File: config.mk
export PLATFORM = sky130hd
export DESIGN_NAME = tx_segment_reader
export DESIGN_NICKNAME = d
export VERILOG_FILES = /design/src/rtl/tx_segment_reader.sv
export SDC_FILE = /design/constraint.sdc
export NUM_CORES = 1
export LEC_CHECK = 0
export CORE_UTILIZATION = 55
export CTS_BUF_LIST = sky130_fd_sc_hd__clkbuf_8
export DETAILED_ROUTE_END_ITERATION = 12
export PLACE_DENSITY = 0.78
export SLEW_MARGIN = 15
export SYNTH_ARGS = -nofsm -noshare
export SYNTH_HDL_FRONTEND = slang
export SYNTH_SLANG_ARGS = --single-unit
File: constraint.sdc
create_clock -name clk125MHz -period 8.4 [get_ports clk125MHz]
set_input_delay 1.68 -clock clk125MHz [delete_from_list [all_inputs] [get_ports clk125MHz]]
set_output_delay 1.68 -clock clk125MHz [all_outputs]
set_load 0.05 [all_outputs]
File: src/rtl/tx_segment_reader.sv
// Streams one segment of payload bytes from frame-buffer BRAM through a show-ahead
// prefetch FIFO to byte_data, rotating through frame buffers as whole frames complete.
module tx_segment_reader #(
  parameter int ADDR_WIDTH         = 24,
  parameter int SEGMENT_NUMBER_MAX = 1079,
  parameter int SEGMENT_BYTES      = 1440,
  parameter int NUM_BUFFERS        = 2,
  parameter int BRAM_LATENCY       = 2,
  parameter int FIFO_DEPTH         = 8
) (
  input  logic                  clk125MHz,
  input  logic                  rst_n,
  input  logic                  start,
  input  logic [15:0]           segment_num,
  input  logic [7:0]            txid,
  input  logic [7:0]            redundancy,
  input  logic                  data_user,
  output logic [ADDR_WIDTH-1:0] bram_addr,
  input  logic [7:0]            bram_dout,
  output logic [ADDR_WIDTH-1:0] startaddr,
  output logic [7:0]            vramdata,
  output logic [1:0]            buf_sel,
  output logic                  busy,
  output logic                  seg_done,
  output logic                  frame_done,
  output logic                  err_underrun,
  output logic                  err_segnum
);

  localparam logic [1:0] S_IDLE   = 2'd0;
  localparam logic [1:0] S_LOAD   = 2'd1;
  localparam logic [1:0] S_FILL   = 2'd2;
  localparam logic [1:0] S_STREAM = 2'd3;

  localparam int CW = $clog2(SEGMENT_BYTES + 1);
  localparam int PW = $clog2(FIFO_DEPTH);
  localparam int OW = $clog2(FIFO_DEPTH + 1);

  localparam logic [ADDR_WIDTH-1:0] BUF_STRIDE = ADDR_WIDTH'((SEGMENT_NUMBER_MAX + 1) * SEGMENT_BYTES);
  localparam logic [ADDR_WIDTH-1:0] SEG_BYTES_A = ADDR_WIDTH'(SEGMENT_BYTES);
  localparam logic [CW-1:0]         SEG_BYTES_C = CW'(SEGMENT_BYTES);
  localparam logic [CW-1:0]         LAST_BYTE_C = CW'(SEGMENT_BYTES - 1);
  localparam logic [15:0]           SEG_MAX_C   = 16'(SEGMENT_NUMBER_MAX);
  localparam logic [OW:0]           DEPTH_C     = (OW + 1)'(FIFO_DEPTH);
  localparam logic [1:0]            LAST_BUF_C  = 2'(NUM_BUFFERS - 1);

  logic [1:0]              state_q, state_d;
  logic [15:0]             segNum_q, segNum_d;
  logic [7:0]              txid_q, txid_d;
  logic [7:0]              red_q, red_d;
  logic [ADDR_WIDTH-1:0]   startaddr_q, startaddr_d;
  logic [CW-1:0]           issued_q, issued_d;
  logic [CW-1:0]           popped_q, popped_d;
  logic [1:0]              bufSel_q, bufSel_d;
  logic [PW-1:0]           wrPtr_q, wrPtr_d;
  logic [PW-1:0]           rdPtr_q, rdPtr_d;
  logic [OW-1:0]           count_q, count_d;
  logic [OW-1:0]           inflight_q, inflight_d;
  logic [BRAM_LATENCY-1:0] pipe_q, pipe_d;
  logic [7:0]              lastByte_q, lastByte_d;
  logic                    segDone_q, segDone_d;
  logic                    frameDone_q, frameDone_d;
  logic                    errUnder_q, errUnder_d;
  logic                    errSeg_q, errSeg_d;
  logic [7:0]              mem [FIFO_DEPTH];

  logic          active, issue, push, pop, lastPop;
  logic [OW:0]   occTotal;
  logic [7:0]    lastTx;

  assign active   = (state_q == S_FILL) || (state_q == S_STREAM);
  assign occTotal = {1'b0, count_q} + {1'b0, inflight_q};
  // Reads already in flight reserve FIFO slots so a push can never overflow.
  assign issue    = active && (issued_q < SEG_BYTES_C) && (occTotal < DEPTH_C);
  assign push     = pipe_q[BRAM_LATENCY-1];
  assign pop      = busy && data_user && (count_q != '0);
  assign lastPop  = pop && (popped_q == LAST_BYTE_C);
  assign lastTx   = (red_q == 8'd0) ? 8'd0 : red_q - 8'd1;

  always_comb begin
    state_d     = state_q;
    segNum_d    = segNum_q;
    txid_d      = txid_q;
    red_d       = red_q;
    startaddr_d = startaddr_q;
    issued_d    = issued_q + CW'(issue);
    popped_d    = popped_q + CW'(pop);
    bufSel_d    = bufSel_q;
    wrPtr_d     = push ? wrPtr_q + PW'(1) : wrPtr_q;
    rdPtr_d     = pop ? rdPtr_q + PW'(1) : rdPtr_q;
    count_d     = count_q + OW'(push) - OW'(pop);
    inflight_d  = inflight_q + OW'(issue) - OW'(push);
    lastByte_d  = pop ? mem[rdPtr_q] : lastByte_q;
    segDone_d   = 1'b0;
    frameDone_d = 1'b0;
    errUnder_d  = errUnder_q | (busy && data_user && (count_q == '0));
    errSeg_d    = 1'b0;
    pipe_d[0]   = issue;
    for (int i = 1; i < BRAM_LATENCY; i++) begin
      pipe_d[i] = pipe_q[i-1];
    end

    case (state_q)
      S_IDLE: begin
        if (start) begin
          if (segment_num > SEG_MAX_C) begin
            errSeg_d = 1'b1;
          end else begin
            segNum_d = segment_num;
            txid_d   = txid;
            red_d    = redundancy;
            state_d  = S_LOAD;
          end
        end
      end
      S_LOAD: begin
        startaddr_d = ADDR_WIDTH'(bufSel_q) * BUF_STRIDE + ADDR_WIDTH'(segNum_q) * SEG_BYTES_A;
        issued_d    = '0;
        popped_d    = '0;
        state_d     = S_FILL;
      end
      S_FILL: begin
        if (count_q != '0) state_d = S_STREAM;
      end
      default: ;
    endcase

    if (lastPop) begin
      state_d   = S_IDLE;
      segDone_d = 1'b1;
      if ((segNum_q == SEG_MAX_C) && (txid_q == lastTx)) begin
        frameDone_d = 1'b1;
        bufSel_d    = (bufSel_q == LAST_BUF_C) ? 2'd0 : bufSel_q + 2'd1;
      end
    end
  end

  always_ff @(posedge clk125MHz or negedge rst_n) begin
    if (!rst_n) begin
      state_q     <= S_IDLE;
      segNum_q    <= '0;
      txid_q      <= '0;
      red_q       <= '0;
      startaddr_q <= '0;
      issued_q    <= '0;
      popped_q    <= '0;
      bufSel_q    <= '0;
      wrPtr_q     <= '0;
      rdPtr_q     <= '0;
      count_q     <= '0;
      inflight_q  <= '0;
      pipe_q      <= '0;
      lastByte_q  <= '0;
      segDone_q   <= 1'b0;
      frameDone_q <= 1'b0;
      errUnder_q  <= 1'b0;
      errSeg_q    <= 1'b0;
    end else begin
      state_q     <= state_d;
      segNum_q    <= segNum_d;
      txid_q      <= txid_d;
      red_q       <= red_d;
      startaddr_q <= startaddr_d;
      issued_q    <= issued_d;
      popped_q    <= popped_d;
      bufSel_q    <= bufSel_d;
      wrPtr_q     <= wrPtr_d;
      rdPtr_q     <= rdPtr_d;
      count_q     <= count_d;
      inflight_q  <= inflight_d;
      pipe_q      <= pipe_d;
      lastByte_q  <= lastByte_d;
      segDone_q   <= segDone_d;
      frameDone_q <= frameDone_d;
      errUnder_q  <= errUnder_d;
      errSeg_q    <= errSeg_d;
    end
  end

  // Storage needs no reset: entries are only visible while count_q says they are valid.
  always_ff @(posedge clk125MHz) begin
    if (push) mem[wrPtr_q] <= bram_dout;
  end

  assign bram_addr    = startaddr_q + ADDR_WIDTH'(issued_q);
  assign startaddr    = startaddr_q;
  assign vramdata     = (count_q != '0) ? mem[rdPtr_q] : lastByte_q;
  assign buf_sel      = bufSel_q;
  assign busy         = (state_q != S_IDLE);
  assign seg_done     = segDone_q;
  assign frame_done   = frameDone_q;
  assign err_underrun = errUnder_q;
  assign err_segnum   = errSeg_q;

endmodule

Yosys cells after proc, flatten, opt, wreduce, memory -nomap -nowiden. Memory sizes are Yosys's and may differ from the RTL's. Cells that the tools add are included.

Flip-flop bits (word level): 110. Bits in writable memories: 64. Output and inout bits: 63. Logic and storage cells: 84. Memories: 1.

Memories: mem (depth 8, width 8, rd ports 1, clocked after Yosys merged registers in 0, wr ports 1, line 65) `logic [7:0] mem [FIFO_DEPTH];`.

Add/sub/neg operators: 13. Multipliers: 2. Magnitude comparators: 3. Eq/ne operators: 10. Mux-type cells: 18. Bitwise logic cells: 2. Reduce and logical (&&, ||, !) cells: 17.

Operators with widths (number): $add A23 B24 Y24 (1); $add A24 B11 Y24 (1); $add A11 B1 Y11 (2); $mux W11 (2); $mul A16 B6 Y19 const B (1); $eq A16 B11 Y1 const B (1); $gt A16 B11 Y1 const B (1); $mux W8 (2); $mul A2 B13 Y15 const B (1); $eq A11 B11 Y1 const B (1); $lt A11 B11 Y1 const B (1); $mux W2 (5); $add A4 B1 Y4 (2); $eq A8 B8 Y1 (1); $logic_not A8 Y1 (1); $mux W1 (8); $reduce_bool A4 Y1 (2); $sub A4 B1 Y4 (2); $sub A8 B1 Y8 const B (1); $logic_and A1 B1 Y1 (7); $add A3 B1 Y3 const B (2); $ne A3 B3 Y1 const B (2); $pmux W2 S3 (1); $add A4 B4 Y5 (1); other kinds (14) (16).

Logic depth before layout (Yosys ltp). Gate-level depths: netlist of run 1.

Depth in word-level cells: 6. Depth in mapped cells: 22. Depth with buffers taken out: 21.

Least setup slack after synthesis of run 1. OpenSTA, ideal clock, no wires.

Path type: reg2out. Start: register startaddr_q[5] (netlist: startaddr[5]). End: output bram_addr[19]. Arrival: 3.178 ns. Setup slack: 3.542 ns. Stages on the path, launching flop included: 11. Buffers on the path: 0. Cells stage by stage: dfrtp_1 > ha_1 > inv_1 > fa_1 > nor2b_1 > o21ai_0 > a21boi_0 > o21ai_0 > a21oi_1 > nand4_1 > xnor2_1.

Cells in the longest elaborated chain, start to end: 1.

Ends and longest elaborated chain: from (decl) (line 51) `logic [ADDR_WIDTH-1:0] startaddr_q, startaddr_d;`; from (signal assigned) (line 163) `startaddr_q <= startaddr_d;`; $add A24 B11 Y24 (line 185) `assign bram_addr = startaddr_q + ADDR_WIDTH'(issued_q);`; to (decl) (line 18) `output logic [ADDR_WIDTH-1:0] bram_addr,`.

No other way between the ends.

Worst setup path after layout of run 1.
Start: register issued_q[5]. End: output bram_addr[19].

Cells in the longest elaborated chain, start to end: 1.

Ends and longest elaborated chain: from (decl) (line 52) `logic [CW-1:0] issued_q, issued_d;`; from (signal assigned) (line 164) `issued_q <= issued_d;`; $add A24 B11 Y24 (line 185).

No other way between the ends.

==> impl_metrics.tcl, run 1 <==
set metrics [dict create \
    start_kind "flip-flop" \
    clk_root_buffer_cell "clkbuf_8" \
    die_area_um2 19200 \
    cpPeakStageDelay_ns 0.82 \
    wl_per_cell_um 15.6 \
    clk-insertion-delay-late_ns 0.48 \
    min_period_ns 5.45 \
    worst-slew-pin-transition_ns 1.08 \
    chipWidth_um 139 \
    antenna_found_initial 0 \
    core_area_um2 18100 \
    port_buffers 101 \
    crit_path_max_fanout 7 \
    crit_top_cell "o21ai_0" \
    layout-drive-gt1-share_pct 9.91 \
    grt_usage_pct 21.9 \
    post-place-cells 1216 \
    drtIter0Drc 491 \
    stdcell_count 1248 \
    worst_slack_ns 2.95 \
    synth_area_leaders "dfrtp_1 26%, edfxtp_1 19%, ha_1 10%" \
    crit_required_ns 6.72 \
    wl_um 19500 \
    finalSetupViolCount 0 \
    synth_seq_cells 169 \
    p_leak_uw 0.00528 \
    path_clk_slew_ns 0.10 \
    num_rows 49 \
    synth_ff_type "dfrtp_1" \
    hold_buffers 0 \
    power_switching_uw 963 \
    avgViaCountPerCell 5.47 \
    fillers 1370 \
    cts_resized 0 \
    cp-end-kind "output pin" \
    cp.arrival_ns 3.77 \
    overflow 0 \
    grt_max_degree 88 \
    place_hpwl_um 14700 \
    finalHoldViolCount 0 \
    pwr-share-seq_pct 44.2 \
    start_util_pct 56.7 \
    crit_family "compound AO/OA/AOI/OAI gates" \
    avgSynthCellArea_um2 11.2 \
    ant_nets 0 \
    powerDensity_nw_per_um2 215 \
    violations "DRC" \
    synth_top_area_cell "dfrtp_1" \
    synth.distinct_cells 63 \
    clock_path_buffers 2 \
    path_cells "ha_1 > inv_1 > fa_1 > nor2b_1 > o21ai_0 > a21boi_0 > o21ai_0 > a21oi_1 > nand4_1 > xnor2_1 > clkdlybuf4s50_1" \
    cts_tree "done" \
    cap_violations 0 \
    power.share.switching_pct 37.8 \
    first_pass_iters 10 \
    hold_class "flip-flop to flip-flop" \
    pre_cts_ws_ns 3.43 \
    outcome "finished with violations" \
    critPathBufInv 2 \
    yosysTopAreaCellShare_pct 25.6 \
    htreeDepth 4 \
    p_comb_share_pct 32.1 \
    synth_cells 913 \
    die_y_um 139 \
    irDropWorstVdd_mv 0.200 \
    synth_warnings 0 \
    cp_slowest_cell "clkdlybuf4s50_1" \
    yosysSeqAreaShare_pct 44.4 \
    p_int_uw 1590 \
    yosysMostFrequentCell "inv_1" \
    maxSlewViolCount 0 \
    final.setup_skew_ns 0.0188 \
    syn_to_final_growth_pct 15.6 \
    max_slew_margin_pct 28.2 \
    path_class "flip-flop to output pin" \
    syn_area_um2 10200 \
    drcViolationCount 26 \
    nets 1163 \
    gp_congestion 0.869 \
    seq_area_um2 4550 \
    setup_tns_ns 0 \
    grt_first_pass_wirelength_um 33000 \
    period_share_pct 64.8 \
    p_clk_share_pct 23.7 \
    multi_input_area_um2 5110 \
    async_reset_ff_share_pct 62.1 \
    vias 6824 \
    rsz0062_at_grt "no" \
    max_freq_ghz 0.184 \
    numCtsBuffers 17 \
    ios 107 \
    antennaDiodeCount 0 \
    cts_setup_buffers 0 \
    grt_pass1_vias 6753 \
    clock_sinks 169 \
    synth_common_cells "115 x inv_1, 105 x dfrtp_1, 83 x ha_1" \
    synth_edf_count 64 \
]
==> layer usage <==
layer	global-route usage (%)	share of wire (%)
met2	34.5	47
met4	8.75	1.9
met5	0	0
met3	4.61	5.2
met1	29.8	46
==> per-stage QoR <==
| stage | util (%) | total power [µW] | instance area, µm² | hold slack (ns) |
|---|---|---|---|---|
| 2_1_floorplan | - | 1730 | 10300 | 0.331 |
| 3_3_place_gp | 63.1 | 1950 | 11400 | 0.336 |
| 3_5_place_dp | 63.1 | 1970 | 11400 | 0.345 |
| 4_1_cts | 65.5 | 2580 | 11800 | 0.360 |
| 5_1_grt | 65.5 | 2700 | 11900 | 0.367 |
| 6_report | 65.5 | 2550 | 11900 | 0.360 |
==> path summary, 6_finish.rpt <==
kind	start	end	slack, ns	cells past startpoint
setup / recovery	issued_q[5]$_DFF_PN0_	bram_addr[19]	2.95	11
hold / removal	pipe_q[0]$_DFF_PN0_	pipe_q[1]$_DFF_PN0_	0.36	0
setup reg to reg	segNum_q[7]$_DFFE_PN0P_	startaddr[23]$_DFFE_PN0P_	3.48	18
hold reg to reg	pipe_q[0]$_DFF_PN0_	pipe_q[1]$_DFF_PN0_	0.36	0
max in group asynchronous	rst_n	popped_q[9]$_DFF_PN0_	6.32	2
min in group asynchronous	rst_n	startaddr[6]$_DFFE_PN0P_	1.07	1
==> power by group through the flow <==
stage	combinational [µW]	sequential, µW	clock (µW)
after floorplan	655	1080	0
after global placement	805	1140	0
after detailed placement	824	1140	0
after CTS	828	1130	621
after global routing	898	1150	653
final	818	1130	604
==> sequential cells by signal, summed over array words and instances, names as in the netlist, 2 cells and up <==
name / flops
buf_sel: 2
count_q: 4
inflight_q: 4
issued_q: 11
lastByte_q: 8
mem: 64
pipe_q: 2
popped_q: 11
rdPtr_q: 3
red_q: 8
segNum_q: 16
startaddr: 19
state_q: 2
txid_q: 8
wrPtr_q: 3
==> cell families (layout without fill, tap and decap cells) <==
logic type	after synthesis	count (layout)	share of synthesized area, %
other	1	5	0.0366
multiplexers	69	69	9.20
adder cells (fa/ha/maj)	113	113	16.0
buffers and inverters	150	252	5.94
AND/OR/NAND/NOR	191	191	9.44
AO/OA/AOI/OAI	153	153	9.28
flip-flops	169	169	44.4
XOR/XNOR	67	67	5.73
==> cells in the final DEF, fill, tap and decap left out, types with 16 or more instances in the layout <==
| cell | n |
|---|---|
| a21o_1 | 16 |
| a21oi_1 | 61 |
| clkbuf_8 | 17 |
| clkdlybuf4s50_1 | 100 |
| dfrtp_1 | 105 |
| edfxtp_1 | 64 |
| fa_1 | 30 |
| ha_1 | 82 |
| inv_1 | 115 |
| mux2_2 | 39 |
| mux4_2 | 16 |
| nand2_1 | 30 |
| nand3_1 | 20 |
| nor2_1 | 68 |
| o21ai_0 | 30 |
| xnor2_1 | 46 |
| xor2_1 | 21 |
==> layout make-up <==
type | count | area share [%]
well taps | 229 | 2.42
clock inverters | 15 | 1.69
inverters | 115 | 3.64
clock buffers | 17 | 1.97
flip-flops and latches | 169 | 38.4
multi-input cells | 598 | 43.1
repair buffers | 105 | 8.79
No activity file was read; power rests on OpenSTA's default activity.
==> inputs of run 2 (changes only) <==
--- a/config.mk
+++ b/config.mk
@@ -5,10 +5,10 @@
 export SDC_FILE = /design/constraint.sdc
 export NUM_CORES = 1
 export LEC_CHECK = 0
-export CORE_UTILIZATION = 55
+export CORE_UTILIZATION = 54
 export CTS_BUF_LIST = sky130_fd_sc_hd__clkbuf_8
 export DETAILED_ROUTE_END_ITERATION = 12
-export PLACE_DENSITY = 0.78
+export PLACE_DENSITY = 0.8
 export SLEW_MARGIN = 15
 export SYNTH_ARGS = -nofsm -noshare
 export SYNTH_HDL_FRONTEND = slang
==> constraint.sdc (replaced) <==
create_clock -name clk125MHz -period 4.95 [get_ports clk125MHz]
set_input_delay 0.99 -clock clk125MHz [delete_from_list [all_inputs] [get_ports clk125MHz]]
set_output_delay 0.99 -clock clk125MHz [all_outputs]
set_load 0.05 [all_outputs]
==> run 2 against run 1 <==
Compared with the run above:
- final area grew 0.84%
- die area grew 1.8%
- global-route usage shrank 0.92 points
- largest cell class unchanged
- sequential share of layout area shrank 0.32 points
- wire length shrank 0.96%
- non-clock buffer count grew 9
- sequential power grew 69%
- worst setup slack lost 2.7 ns
- first-iteration DRC count shrank 39%
- flip-flop and latch count is the same
- the flow now finishes without violations
==> impl_metrics.tcl, run 2 (synthesis results as in run 1) <==
set metrics [dict create \
    path_cells "ha_1 > fa_1 > inv_1 > fa_1 > inv_1 > ha_1 > a21o_1 > nor3_1 > o21ai_0 > a31o_2 > a21oi_2 > xnor2_1 > ha_1 > a21o_1 > a21o_1 > a21oi_1 > nand2_1 > o21ai_1 > xor2_1 > a21oi_1" \
    layout_common_cells "115 x inv_1, 105 x dfrtp_1, 100 x clkdlybuf4s50_1, 81 x ha_1, 68 x nor2_1" \
    cp-end-kind "flip-flop" \
    largest_register_ffs 64 \
    placed_area_um2 11500 \
    vias 6822 \
    avgViaCountPerCell 5.41 \
    start_kind "flip-flop" \
    start_util_pct 55.0 \
    top_register "mem" \
    clk-insertion-delay-late_ns 0.45 \
    route.met3.wl_um 848 \
    critPathBufInv 2 \
    layout_commonest_cell "inv_1" \
    powerDensity_nw_per_um2 361 \
    nets 1172 \
    final.setup_skew_ns 0.0229 \
    wl_um 19300 \
    cp.arrival_ns 4.99 \
    post-place-cells 1230 \
    top_layer "met4" \
    port_buffers 101 \
    min_period_ns 4.68 \
    grt_usage_pct 21.0 \
    p_int_uw 2730 \
    antennaDiodeCount 0 \
    outcome "complete, no violations" \
    crit_family "adder cells" \
    power_switching_uw 1590 \
    finish.instance_area_um2 12000 \
    max_slew_margin_pct 38.8 \
    antenna_found_initial 0 \
    path_clk_slew_ns 0.10 \
    wl_per_cell_um 15.3 \
    crit_path_max_fanout 5 \
    p_leak_uw 0.00533 \
    ant_nets 0 \
    drcViolationCount 0 \
    first_pass_iters 5 \
    met1Wirelength_um 8770 \
    syn_to_final_growth_pct 16.6 \
    power.share.switching_pct 36.7 \
    stdcell_count 1262 \
    irDropWorstVdd_mv 0.276 \
    grt_pass1_vias 6661 \
    numCtsBuffers 17 \
    worst-slew-pin-transition_ns 0.918 \
    core_area_um2 18600 \
    finalSetupViolCount 0 \
    htreeDepth 4 \
    ios 107 \
    grt_first_pass_wirelength_um 32500 \
    crit_required_ns 5.26 \
    cp_slowest_cell "fa_1" \
    layout-drive-gt1-share_pct 11.4 \
    wl_met2_um 9470 \
    cpPeakStageDelay_ns 0.54 \
    grt_max_degree 74 \
    clk_root_buffer_cell "clkbuf_8" \
    max_freq_ghz 0.214 \
    clock_sinks 169 \
    cap_violations 0 \
    num_rows 50 \
    overflow 0 \
    p_comb_share_pct 32.6 \
    clock_path_buffers 2 \
    rsz0062_at_grt "yes" \
    die_y_um 140 \
    gp_congestion 0.872 \
    cts_tree "done" \
    finalHoldViolCount 0 \
    drtIter0Drc 299 \
    place_hpwl_um 14600 \
    maxSlewViolCount 0 \
    chipWidth_um 140 \
    period_share_pct 94.5 \
    die_area_um2 19500 \
    pwr-share-seq_pct 44.1 \
    p_clk_share_pct 23.3 \
    hold_class "flip-flop to flip-flop" \
    path_class "flip-flop to flip-flop" \
]
## run 2: stage by stage
stage | TNS [ns] | total power, µW | setup slack [ns] | hold slack, ns | util, %
2_1_floorplan | 0 | 2940 | 0.407 | 0.331 | -
3_3_place_gp | 0 | 3310 | 0.224 | 0.336 | 61.6
3_5_place_dp | 0 | 3360 | 0.169 | 0.339 | 61.6
4_1_cts | 0 | 4370 | 0.0903 | 0.369 | 63.9
5_1_grt | -0.133 | 4570 | -0.103 | 0.372 | 64.1
6_report | 0 | 4320 | 0.271 | 0.368 | 64.1
## run 2: final cells by class
| class | instances | area, µm² |
|---|---|---|
| fillers | 1446 | 6690 |
| multi-input cells | 598 | 5150 |
| flip-flops and latches | 169 | 4550 |
| repair buffers | 114 | 1110 |
| inverters | 115 | 432 |
| well taps | 234 | 293 |
| clock buffers | 17 | 234 |
| clock inverters | 15 | 189 |
## run 2: per-layer routing
metal	vias to the layer above	global-route usage, %
met3	17	3.96
met4	0	6.25
met5	-	0
met1	3259	27.6
met2	171	35.3
li1	3375	-
## run 2: power by group through the flow
| stage | Combinational [µW] | Clock, µW | Sequential, µW |
|---|---|---|---|
| after floorplan | 1110 | 0 | 1830 |
| final | 1410 | 1000 | 1910 |
| after global routing | 1530 | 1090 | 1940 |
| after CTS | 1430 | 1030 | 1910 |
| after detailed placement | 1420 | 0 | 1940 |
| after global placement | 1380 | 0 | 1930 |
## run 2: worst paths after layout
check / start / slack (ns) / cells after the start / end
worst max register to register: segNum_q[7]$_DFFE_PN0P_ / 0.27 / 20 / startaddr[22]$_DFFE_PN0P_
worst max-delay path: segNum_q[7]$_DFFE_PN0P_ / 0.27 / 20 / startaddr[22]$_DFFE_PN0P_
worst min-delay path: pipe_q[0]$_DFF_PN0_ / 0.37 / 0 / pipe_q[1]$_DFF_PN0_
worst min register to register: pipe_q[0]$_DFF_PN0_ / 0.37 / 0 / pipe_q[1]$_DFF_PN0_
max in group asynchronous: rst_n / 3.28 / 2 / red_q[0]$_DFFE_PN0P_
min in group asynchronous: rst_n / 0.66 / 1 / startaddr[17]$_DFFE_PN0P_
## run 2: repair_timing
action | 4_1_cts | 5_1_grt
buffers inserted | 0 | 0
setup endpoints to repair | 0 | 12
hold buffers | 0 | 0
gates resized for setup | 0 | 10
==> inputs of run 3 (changes only) <==
--- a/config.mk
+++ b/config.mk
@@ -7,6 +7,7 @@
 export LEC_CHECK = 0
 export CORE_UTILIZATION = 54
 export CTS_BUF_LIST = sky130_fd_sc_hd__clkbuf_8
+export CTS_CLUSTER_SIZE = 25
 export DETAILED_ROUTE_END_ITERATION = 12
 export PLACE_DENSITY = 0.8
 export SLEW_MARGIN = 15
==> results of run 3 <==
The final DEF is identical to that of run 2; final timing and power are the same.
